$ cat src/rtl/cosmos_solver_pkg.sv
// Shared solver definitions: scheduler FSM states, default bank geometry and index sizing.
package cosmos_solver_pkg;

  localparam int NUM_CONS_DEF = 8;
  localparam int DATA_W_DEF   = 16;

  typedef enum logic [1:0] {
    ST_IDLE = 2'd0,
    ST_EVAL = 2'd1,
    ST_DONE = 2'd2
  } state_e;

  // A single-slot bank still needs a one-bit index.
  function automatic int idx_width(input int n);
    return (n > 1) ? $clog2(n) : 1;
  endfunction

endpackage

$ cat src/rtl/constraint_eval_scheduler_neq_check.sv
// Bitwise inequality test shared by every constraint slot; operands are raw bit patterns.
module neq_check
  import cosmos_solver_pkg::*;
#(
  parameter int DATA_W = DATA_W_DEF
) (
  input  logic [DATA_W-1:0] a,
  input  logic [DATA_W-1:0] b,
  output logic              neq
);

  assign neq = |(a ^ b);

endmodule

$ cat src/rtl/constraint_eval_scheduler.sv
// Sequential a != b constraint checker: walks a flop bank one slot per cycle through a single
// comparator, reporting failure count, first failing slot and an all-satisfied flag.
module constraint_eval_scheduler
  import cosmos_solver_pkg::*;
#(
  parameter int NUM_CONS = NUM_CONS_DEF,
  parameter int DATA_W   = DATA_W_DEF,
  parameter int IDX_W    = idx_width(NUM_CONS)
) (
  input  logic              clk,
  input  logic              rst,
  input  logic              cfg_we,
  input  logic [IDX_W-1:0]  cfg_idx,
  input  logic [DATA_W-1:0] cfg_a,
  input  logic [DATA_W-1:0] cfg_b,
  input  logic              cfg_en,
  input  logic              start,
  input  logic              abort,
  output logic              busy,
  output logic              done,
  output logic              all_sat,
  output logic [IDX_W:0]    fail_cnt,
  output logic [IDX_W-1:0]  first_fail_idx,
  output logic              first_fail_vld
);

  localparam logic [IDX_W-1:0] LAST_IDX = IDX_W'(NUM_CONS - 1);
  localparam logic [IDX_W:0]   CNT_ONE  = {{IDX_W{1'b0}}, 1'b1};

  logic [DATA_W-1:0]   a_q [NUM_CONS];
  logic [DATA_W-1:0]   a_d [NUM_CONS];
  logic [DATA_W-1:0]   b_q [NUM_CONS];
  logic [DATA_W-1:0]   b_d [NUM_CONS];
  logic [NUM_CONS-1:0] en_q, en_d;

  state_e            state_q, state_d;
  logic [IDX_W-1:0]  ptr_q, ptr_d;
  logic              busy_q, busy_d;
  logic              done_q, done_d;
  logic              all_sat_q, all_sat_d;
  logic [IDX_W:0]    fail_cnt_q, fail_cnt_d;
  logic [IDX_W-1:0]  ffi_q, ffi_d;
  logic              ffv_q, ffv_d;

  logic              slot_neq;
  logic              slot_fail;

  neq_check #(.DATA_W(DATA_W)) u_neq (
    .a   (a_q[ptr_q]),
    .b   (b_q[ptr_q]),
    .neq (slot_neq)
  );

  assign slot_fail = en_q[ptr_q] & ~slot_neq;

  // Bank writes are locked out during EVAL so the slots under evaluation stay stable.
  always_comb begin
    a_d  = a_q;
    b_d  = b_q;
    en_d = en_q;
    if (cfg_we && (state_q != ST_EVAL) && (int'(cfg_idx) < NUM_CONS)) begin
      a_d[cfg_idx]  = cfg_a;
      b_d[cfg_idx]  = cfg_b;
      en_d[cfg_idx] = cfg_en;
    end
  end

  always_comb begin
    state_d    = state_q;
    ptr_d      = ptr_q;
    busy_d     = busy_q;
    done_d     = 1'b0;
    fail_cnt_d = fail_cnt_q;
    ffi_d      = ffi_q;
    ffv_d      = ffv_q;
    unique case (state_q)
      ST_IDLE: begin
        if (start && !abort) begin
          state_d    = ST_EVAL;
          ptr_d      = '0;
          busy_d     = 1'b1;
          fail_cnt_d = '0;
          ffi_d      = '0;
          ffv_d      = 1'b0;
        end
      end
      ST_EVAL: begin
        if (abort) begin
          state_d    = ST_IDLE;
          ptr_d      = '0;
          busy_d     = 1'b0;
          fail_cnt_d = '0;
          ffi_d      = '0;
          ffv_d      = 1'b0;
        end else begin
          if (slot_fail) begin
            fail_cnt_d = fail_cnt_q + CNT_ONE;
            if (!ffv_q) begin
              ffi_d = ptr_q;
              ffv_d = 1'b1;
            end
          end
          if (ptr_q == LAST_IDX) begin
            state_d = ST_DONE;
            busy_d  = 1'b0;
            done_d  = 1'b1;
          end else begin
            ptr_d = ptr_q + 1'b1;
          end
        end
      end
      ST_DONE: begin
        state_d = ST_IDLE;
        ptr_d   = '0;
      end
      default: begin
        state_d = ST_IDLE;
        ptr_d   = '0;
        busy_d  = 1'b0;
      end
    endcase
    all_sat_d = (fail_cnt_d == '0);
  end

  always_ff @(posedge clk) begin
    if (rst) begin
      state_q    <= ST_IDLE;
      ptr_q      <= '0;
      busy_q     <= 1'b0;
      done_q     <= 1'b0;
      all_sat_q  <= 1'b1;
      fail_cnt_q <= '0;
      ffi_q      <= '0;
      ffv_q      <= 1'b0;
      a_q        <= '{default: '0};
      b_q        <= '{default: '0};
      en_q       <= '0;
    end else begin
      state_q    <= state_d;
      ptr_q      <= ptr_d;
      busy_q     <= busy_d;
      done_q     <= done_d;
      all_sat_q  <= all_sat_d;
      fail_cnt_q <= fail_cnt_d;
      ffi_q      <= ffi_d;
      ffv_q      <= ffv_d;
      a_q        <= a_d;
      b_q        <= b_d;
      en_q       <= en_d;
    end
  end

  assign busy           = busy_q;
  assign done           = done_q;
  assign all_sat        = all_sat_q;
  assign fail_cnt       = fail_cnt_q;
  assign first_fail_idx = ffi_q;
  assign first_fail_vld = ffv_q;

endmodule
$ cat config.mk
export PLATFORM = sky130hd
export DESIGN_NAME = constraint_eval_scheduler
export DESIGN_NICKNAME = d
export VERILOG_FILES = /design/src/rtl/cosmos_solver_pkg.sv /design/src/rtl/constraint_eval_scheduler_neq_check.sv /design/src/rtl/constraint_eval_scheduler.sv
export SDC_FILE = /design/constraint.sdc
export NUM_CORES = 1
export LEC_CHECK = 0
export CAP_MARGIN = 20
export CORE_ASPECT_RATIO = 1.4
export CORE_MARGIN = 1
export CORE_UTILIZATION = 55
export CTS_BUF_LIST = sky130_fd_sc_hd__clkbuf_8
export CTS_CLUSTER_SIZE = 40
export DETAILED_ROUTE_END_ITERATION = 8
export GPL_ROUTABILITY_DRIVEN = 0
export GPL_TIMING_DRIVEN = 0
export PLACE_DENSITY_LB_ADDON = 0.05
export REMOVE_ABC_BUFFERS = 1
export SYNTH_ARGS = -nofsm -noshare
export SYNTH_HDL_FRONTEND = slang
export SYNTH_SLANG_ARGS = --single-unit
export TNS_END_PERCENT = 1
$ cat constraint.sdc
create_clock -name clk -period 5.36 [get_ports clk]
set_input_delay 0.804 -clock clk [delete_from_list [all_inputs] [get_ports clk]]
set_output_delay 0.804 -clock clk [all_outputs]
set_load 0.02 [all_outputs]
==> metrics.txt <==
outcome=complete, no violations; Bufs on Longest Clock Path=3; sequential power share=0.509; Clk pwr share=0.426; post-CTS resize count=0; CP max stage cell=dfxtp_4; GRT Util Overall=0.271; Crit Path Class=reg -> reg; leakage=4.67 nW; First-pass DRT Iterations=5; dpl hpwl=between 15,000 and 20,000 um; crit path from=ptr_q[1]; pre-CTS setup slack=approximately 1.8 ns; crit path max fanout=55; setup ws final=between 1.5 and 2 ns; cts hold-fix bufs=0; nets=around 1,500; synthesized area per cell=between 8 and 9 um2; Ports=52; Distinct cells, synth=52; chip width=128 um; Tot Pwr=about 4.2 mW; PwrDens=around 310 nW/um2; vias per cell=around 5.6; CP Data Arrival Time=around 4 ns; Setup crit end kind=flop; Max Cap Violations=0; share of the synthesized area in the top cell type=0.459; first-pass GRT wire length=roughly 48,000 um; FFs w/ async S/R, synth=0; Int Pwr=roughly 3.2 mW; clock slew at reported path FFs=roughly 0.060 ns; Clock Skews=0.0122 ns; Post-Syn Area=between 10,000 and 15,000 um2; # diodes=0; CP top delay family=simple AND/OR/NAND/NOR gates; row count=64; buffers inserted by post-CTS timing repair=0; VDD IR-drop max=0.187 mV; final hold viol count=0; CTS tree=built; die area=between 20,000 and 25,000 um2; aggregate routed wire length=around 30,000 um; initial DRC count=a little under 700; Setup Viol. Count Final=0; #FFs+latches synth=280; CP max stage delay=just over 0.9 ns; combinational share of power=0.065; DR WL/cell=about 17 um; share of cells above drive strength 1=0.0937; Main synth FF type=dfxtp_1; H-Tree Depth=2; relative slew slack=0.371; Net Sw Power=around 1.0 mW; die height=178 um; antenna violations before repair=0; largest net degree at the start of global routing=between 150 and 200; Slew @ Worst Pin=roughly 0.94 ns; Mapped Cells=about 1,500; switching portion of total power=0.247; Hold Path Class=reg -> reg; largest cells by area after synthesis=dfxtp_1 46%, nand2_1 17%, a21oi_1 11%; Sink Count=280; hold_sp=b_q[96]; RSZ-0062 raised after global routing=false; Final period util=0.677; cts bufs inserted=44; Yosys warning total=0; PortBufs=51; commonest cells in the synthesized netlist=541 x nand2_1, 280 x dfxtp_1, 275 x a21oi_1; WHS Path Cells=2; vias in the first global route=slightly above 9,000; minimum clock period=3.63 ns; number of synthesized flops with an enable pin=0; DRC violations left=0; sequential-to-total area share from yosys stat=0.459; Root Driver=clkbuf_8; vias=9,829; Worst-Skew Late Latency=~0.56 ns; Crit. path cell count=8; Worst Path Required=5.81 ns; R2R depth=8; Startpoint Class=flop; post-synth top area cell=dfxtp_1; P&R area growth vs syn=10.0%; critical-path cell list=mux4_2, xor2_1, nor4_2, a21oi_1, nor4_4, nand2_2, or3_1, a41o_1; grt total ovfl=0; most frequent cell after synthesis=nand2_1; core box area=between 20,000 and 25,000 um2; highest clock rate=roughly 0.28 GHz; CP bufs+invs=0; DRT antenna net count=0; Final Max Tran Viols=0; Initial Util=0.560; Crit Reg-Reg Startpoint=ptr_q[1]
cells in the final DEF (no fill, tap or decap), types with 10 or more instances in the layout:
cell	Yosys	layout
nand2_1	541	535
dfxtp_1	280	277
a21oi_1	275	275
clkbuf_8	1	57
clkdlybuf4s50_1	0	50
xor2_1	47	47
mux4_2	33	33
xnor2_1	25	25
o22ai_1	17	17
inv_1	4	16
nor2_1	13	13
mux4_1	10	10
sequential cells by signal, indices dropped and copies added, names as in the netlist:
signal,cells
first_fail_idx,3
all_sat,1
b_q,128
ptr_q,3
fail_cnt,4
busy,1
done,1
en_q,8
first_fail_vld,1
a_q,128
state_q,2
metrics by stage:
stage / hold WS (ns) / utilization / instances / TNS [ns] / cell area [um2]
after floorplan: 0.425 / - / 1336 / 0 / 11500
after global placement: 0.438 / 0.569 / 1684 / -972.72 / 12400
after detailed placement: 0.444 / 0.576 / 1691 / 0 / 12500
after CTS: 0.453 / 0.617 / 1770 / 0 / 13400
after global routing: 0.470 / 0.617 / 1770 / 0 / 13400
final: 0.451 / 0.617 / 1770 / 0 / 13400
area by class of cell:
class | count | area [um2]
Multi-Input combinational cell | 1052 | 5920
Sequential cell | 280 | 5610
Fill cell | 2016 | 8350
Tap cell | 297 | 372
Inverter | 4 | 15.0
Clock buffer | 57 | 785
Clock inverter | 22 | 100
Timing Repair Buffer | 58 | 621
final timing paths:
kind	end	slack [ns]
worst max-delay path	all_sat	1.73
worst min-delay path	b_q[96]	0.45
worst max register to register	all_sat	1.73
worst min register to register	b_q[96]	0.45
cell families (layout without fill, tap and decap cells):
group                    count (synthesis)  in the layout  synth area share
AO/OA/AOI/OAI                          315            315             0.136
XOR/XNOR                                72             72            0.0517
adder cells (fa/ha/maj)                  3              3           0.00308
buffers and inverters                  141            141            0.0586
flip-flops                             280            280             0.459
multiplexers                            46             46            0.0849
AND/OR/NAND/NOR                        616            616             0.207
worst register-to-register path, cell delays in order, from the launching register on:
cell and delay (ns):
dfxtp_4 0.92, mux4_2 0.70, xor2_1 0.19, nor4_2 0.29, a21oi_1 0.10, nor4_4 0.58, nand2_2 0.12, or3_1 0.39
a41o_1 0.23
metal layers:
metal / routed length (um) / up-vias / global-route usage
met5: 0 / - / 0
met3: 1720 / 70 / 0.0408
met1: 13300 / 4663 / 0.362
li1: - / 4828 / -
met4: 784 / 0 / 0.0946
met2: 14600 / 268 / 0.446
power by group through the flow:
stage	clock, mW	sequential [mW]	combinational, mW
3_5_place_dp	0	2.19	0.272
6_report	1.79	2.14	0.273
4_1_cts	1.82	2.14	0.273
5_1_grt	1.91	2.15	0.299
2_1_floorplan	0	2.19	0.123
3_3_place_gp	0	2.20	0.265
Note: power is estimated with default switching activity, not from simulation.
